===== src/rtl/prim_clock_gate_ctrl_pkg.sv =====
// Shared types for the clock-gate controller: FSM state encoding and counter width.
package prim_clock_gate_ctrl_pkg;

    localparam int CtrlCntW = 8;

    typedef enum logic [1:0] {
        StRun   = 2'b00,
        StIdle  = 2'b01,
        StGated = 2'b10,
        StWake  = 2'b11
    } cg_state_e;

    // The gated domain is usable only while the clock runs and has settled.
    function automatic logic cg_is_ready(input cg_state_e st);
        return (st == StRun) || (st == StIdle);
    endfunction

endpackage


===== src/rtl/prim_clock_gate_ctrl.sv =====
// Idle-detecting clock-gate controller: gates after a run of idle cycles and
// re-enables with a settle window on activity, wake request or loss of permission.
module prim_clock_gate_ctrl
    import prim_clock_gate_ctrl_pkg::*;
#(
    parameter int IdleCycles = 16,
    parameter int WakeCycles = 2,
    parameter int GateCntW   = 16
) (
    input  logic                clk_i,
    input  logic                rst_i,
    input  logic                sleep_en_i,
    input  logic                busy_i,
    input  logic                wake_req_i,
    output logic                en_o,
    output logic                ready_o,
    output logic                gated_o,
    output logic [GateCntW-1:0] gate_cnt_o
);

    localparam logic [CtrlCntW-1:0] IdleLast = CtrlCntW'(IdleCycles - 1);
    localparam logic [CtrlCntW-1:0] WakeLast = CtrlCntW'(WakeCycles - 1);

    cg_state_e              state_q;
    cg_state_e              state_d;
    logic [CtrlCntW-1:0]    cnt_q;
    logic [CtrlCntW-1:0]    cnt_d;
    logic [GateCntW-1:0]    gate_cnt_q;
    logic                   gate_evt;
    logic                   idle_cond;
    logic                   en_q;
    logic                   ready_q;
    logic                   gated_q;

    // A pending wake request always vetoes idleness, so RUN holds under wake.
    assign idle_cond = sleep_en_i & ~busy_i & ~wake_req_i;

    always_comb begin
        state_d  = state_q;
        cnt_d    = cnt_q;
        gate_evt = 1'b0;
        case (state_q)
            StRun: begin
                if (idle_cond) begin
                    state_d = StIdle;
                    cnt_d   = '0;
                end
            end
            StIdle: begin
                if (!idle_cond) begin
                    state_d = StRun;
                    cnt_d   = '0;
                end else if (cnt_q == IdleLast) begin
                    state_d  = StGated;
                    gate_evt = 1'b1;
                end else begin
                    cnt_d = cnt_q + 8'd1;
                end
            end
            StGated: begin
                if (busy_i || wake_req_i || !sleep_en_i) begin
                    state_d = StWake;
                    cnt_d   = '0;
                end
            end
            StWake: begin
                if (cnt_q == WakeLast) begin
                    state_d = StRun;
                    cnt_d   = '0;
                end else begin
                    cnt_d = cnt_q + 8'd1;
                end
            end
            default: begin
                state_d = StRun;
                cnt_d   = '0;
            end
        endcase
    end

    // Outputs are registered from the next state so they line up with state_q.
    always_ff @(posedge clk_i) begin
        if (rst_i) begin
            state_q    <= StRun;
            cnt_q      <= '0;
            gate_cnt_q <= '0;
            en_q       <= 1'b1;
            ready_q    <= 1'b1;
            gated_q    <= 1'b0;
        end else begin
            state_q <= state_d;
            cnt_q   <= cnt_d;
            en_q    <= (state_d != StGated);
            ready_q <= cg_is_ready(state_d);
            gated_q <= (state_d == StGated);
            if (gate_evt && (gate_cnt_q != '1)) begin
                gate_cnt_q <= gate_cnt_q + 1'b1;
            end
        end
    end

    assign en_o       = en_q;
    assign ready_o    = ready_q;
    assign gated_o    = gated_q;
    assign gate_cnt_o = gate_cnt_q;

endmodule


===== config.mk =====
export PLATFORM = sky130hd
export DESIGN_NAME = prim_clock_gate_ctrl
export DESIGN_NICKNAME = d
export VERILOG_FILES = /design/src/rtl/prim_clock_gate_ctrl_pkg.sv /design/src/rtl/prim_clock_gate_ctrl.sv
export SDC_FILE = /design/constraint.sdc
export NUM_CORES = 1
export LEC_CHECK = 0
export ABC_AREA = 1
export ABC_CLOCK_PERIOD_IN_PS = 2000
export CAP_MARGIN = 20
export CORE_AREA = 2 2 63 65
export CTS_CLUSTER_SIZE = 16
export DETAILED_ROUTE_END_ITERATION = 8
export DIE_AREA = 0 0 65 67
export MAX_ROUTING_LAYER = met4
export PLACE_DENSITY = 0.72
export SKIP_LAST_GASP = 1
export SLEW_MARGIN = 20
export SYNTH_ARGS = -nofsm -noshare
export SYNTH_HDL_FRONTEND = slang
export SYNTH_SLANG_ARGS = --single-unit

===== constraint.sdc =====
create_clock -name clk_i -period 2 [get_ports clk_i]
set_input_delay 0.3 -clock clk_i [delete_from_list [all_inputs] [get_ports clk_i]]
set_output_delay 0.3 -clock clk_i [all_outputs]
set_load 0.05 [all_outputs]

==> summary.md <==
| Metric | Value |
|---|---|
| Die extent in y | `approximately 67 microns` |
| Deepest level of the CTS H-tree | `2` |
| Number of buffers inserted for hold repair after clock tree synthesis | `0` |
| Iteration count of the initial detailed-routing pass | `4` |
| Unrepaired setup endpoints after global routing | `false` |
| Initial Utilization | `50.7%` |
| Global-route track usage on met1 | `approximately 29%` |
| Number of sinks handled by clock tree synthesis | `29` |
| Power density normalized to cell area | `492 nW/um^2` |
| Top cell type's share of synthesized area | `31.8%` |
| Mean routed wirelength per cell | `11.1 microns` |
| CTS clk-pin slew, worst paths | `0.06 ns` |
| Nets@finish | `331` |
| Startpoint type of the worst setup path | `flip-flop` |
| Met2 track demand over resource | `a little over a third` |
| Number of different library cells in the post-synthesis netlist | `24` |
| Transition at the pin with the smallest max-transition slack | `0.520 ns` |
| Aggregate global-route resource usage | `22.7%` |
| Cell-by-cell listing of the critical path | `clkdlybuf4s50_1` |
| Post-synthesis async set-or-reset flop share | `0%` |
| Seq/Total Area, Yosys | `31.8%` |
| Number of buffers on the longest clock path | `2` |
| Critical path's slowest cell | `sky130_fd_sc_hd__clkdlybuf4s50_1` |
| DR iter-0 viols | `between 80 and 90` |
| Top-level I/O count | `24` |
| CTS tree | `built` |
| Busiest layer in global routing | `met2` |
| Data arrival time of the worst path | `1.56 ns` |
| Utilization after layout | `between 60% and 70%` |
| Type of the setup path with the least slack | `reg2out` |
| Number of clock buffers inserted by TritonCTS | `5` |
| Area of the placeable core | `~3600 sq um` |
| Min-Delay Path Class | `reg2reg` |
| Yosys warns | `0` |
| Internal Power | `around 840 uW` |
| Final non-filler cell area | `2220 sq um` |
| Setup violations, final | `0` |
| Final worst clock skew | `0.00625 ns` |
| Max-cap violations | `0` |
| Detailed-route DRC error count | `0` |
| Type of element capturing the critical path | `primary output` |
| Buffers inserted during post-CTS setup optimization | `0` |
| Final count of pins violating max slew | `0` |
| Via count of the first global-routing pass | `1,737` |
| Largest fanout of any net on the critical path | `7` |
| Initial antenna violation count | `0` |
| Post-Syn Area | `~1800 sq um` |
| Top post-synthesis cells by area | `sky130_fd_sc_hd__dfxtp_1 32%, sky130_fd_sc_hd__nand2_1 19%, sky130_fd_sc_hd__nor2_1 8.0%, sky130_fd_sc_hd__nand3_1 7.1%, sky130_fd_sc_hd__inv_1 6.0%` |
| Pin count of the biggest net entering global routing | `15` |
| Die width | `65 microns` |
| Floorplan die area | `4360 sq um` |
| Slew Limit Headroom | `about two thirds` |
| Clock network fraction of total power | `a little over two fifths` |
| Post-Syn Area per Cell | `6.26 sq um` |
| Global route overflow | `0` |
| Sum of negative setup slack | `0 ns` |
| Worst path buffer plus inverter count | `1` |
| Number of enable flip-flop cells after synthesis | `0` |
| Final GP Congestion | `0.874` |
| Clock latency at the later pin of the worst-skew pair | `approximately 0.28 ns` |
| Post-detailed-placement half-perimeter wirelength | `3180 microns` |
| Tmin final | `1.86 ns` |
| Via count | `1,872` |
| Number of antenna diodes | `0` |
| Remaining antenna violation count | `0` |
| Sw power | `about 250 uW` |
| Global-route track usage on met3 | `5.07%` |
| Required time worst endpoint | `1.70 ns` |
| Buffer type at the clock tree root | `sky130_fd_sc_hd__clkbuf_8` |
| Maximum cell stage delay along the critical path | `0.84 ns` |
| Combinational group share of total power | `4.7%` |
| Leakage power | `0.000866 uW` |
| Fraction of layout instances using a drive strength above 1 | `7.10%` |
| Power after layout | `1090 uW` |
| Net Count, Synth | `300` |
| Average vias per placed instance | `5.03` |
| Most used DFF post-synth | `sky130_fd_sc_hd__dfxtp_1` |
| Post-cts sizing count | `0` |
| Area post-placement | `around 2100 sq um` |
| Total wirelength of the detailed-routed design | `4140 microns` |
| # rows | `22` |
| Most frequent cells after synthesis | `92 x sky130_fd_sc_hd__nand2_1, 39 x sky130_fd_sc_hd__nor2_1, 29 x sky130_fd_sc_hd__dfxtp_1, 29 x sky130_fd_sc_hd__inv_1, 26 x sky130_fd_sc_hd__nand3_1` |
| First-pass GRT wire length | `between 7000 and 8000 microns` |
| Kind of cell adding the most delay to the critical path | `buffers and inverters` |
| Count of buffers from port buffering | `23` |
| Result of the run | `completed` |
| Syn Inst Count | `292` |
| Final number of hold-violating endpoints | `0` |
| Fmax achieved | `538 MHz` |
| Sequential Power Share | `between 50% and 60%` |
| Cell type with the largest total area after synthesis | `sky130_fd_sc_hd__dfxtp_1` |
| Most repeated cell in the gate-level netlist after synthesis | `sky130_fd_sc_hd__nand2_1` |
| Number of synthesized register bits | `29` |
| Layout Area Growth over Synthesis | `21.3%` |
| Worst hold slack | `0.528 ns` |
| Worst vdd rail ir drop | `0.427 mV` |
| Switching portion of total power | `~23%` |
| Ratio of final minimum period to clock period | `93.0%` |
## power groups by stage
stage	Combinational, uW	Sequential, uW	Clock, uW
6_report	51.1	582	457
5_1_grt	55.9	582	497
4_1_cts	51.0	582	475
3_5_place_dp	50.8	595	0
3_3_place_gp	50.4	595	0
2_1_floorplan	26.4	594	0
## state kept, by name, summed over array words and instances, names as in the netlist
register and flops:
ready_o 1, gated_o 1, en_o 1, state_q 2
cnt_q 8, gate_cnt_o 16
## per-stage QoR
stage	worst slack, ns	cells
final	0.140	372
after global routing	0.0539	372
after CTS	0.120	372
after detailed placement	0.192	364
after global placement	0.237	364
after floorplan	0.0457	292
## cell usage in the layout (no fill, tap or decap), types with 2 or more instances in the layout
cell                              instances
sky130_fd_sc_hd__xor2_1                   4
sky130_fd_sc_hd__clkbuf_8                 5
sky130_fd_sc_hd__clkinv_2                 2
sky130_fd_sc_hd__inv_1                   29
sky130_fd_sc_hd__clkdlybuf4s50_1         23
sky130_fd_sc_hd__a21oi_1                 20
sky130_fd_sc_hd__ha_1                     3
sky130_fd_sc_hd__dfxtp_1                 29
sky130_fd_sc_hd__nand3_4                  2
sky130_fd_sc_hd__nand2_1                 92
sky130_fd_sc_hd__nor2_4                   4
sky130_fd_sc_hd__buf_4                    7
sky130_fd_sc_hd__xnor2_1                  4
sky130_fd_sc_hd__nor2_1                  39
sky130_fd_sc_hd__nand3_1                 26
sky130_fd_sc_hd__o21ai_0                 15
sky130_fd_sc_hd__nand4_1                 13
## layout make-up
type                            instances  area (sq um)
Sequential cell                        29           581
Fill cell                             368          1390
Clock inverter                          2          10.0
Clock buffer                            6          72.6
Tap cell                               48          60.1
Timing Repair Buffer                   30           283
Multi-Input combinational cell        226          1090
Inverter                               31           116
## worst paths after layout
check / to / start / depth (start not counted) / slack [ns]
max: gate_cnt_o[2] / gate_cnt_o[2] / 1 / 0.14
min: cnt_q[1] / cnt_q[1] / 2 / 0.53
max reg2reg: cnt_q[3] / cnt_q[1] / 8 / 0.27
min reg2reg: cnt_q[1] / cnt_q[1] / 2 / 0.53
## metal layers
layer  vias to the layer above  share of wire, %
met5                         -                 0
met4                         0              0.97
met3                         4               4.4
met2                        32                45
met1                       827                50
li1                       1009                 -
## cells by family (layout without fill, tap and decap cells)
group	Yosys count	in the layout	share of synthesized area [%]
simple gates	178	178	43.6
compound gates	37	37	10.3
buf+inv	37	69	8.36
flops	29	29	31.8
xor+xnor	8	8	3.84
fa+ha+maj	3	3	2.06
No activity file was read; power rests on OpenSTA's default activity.
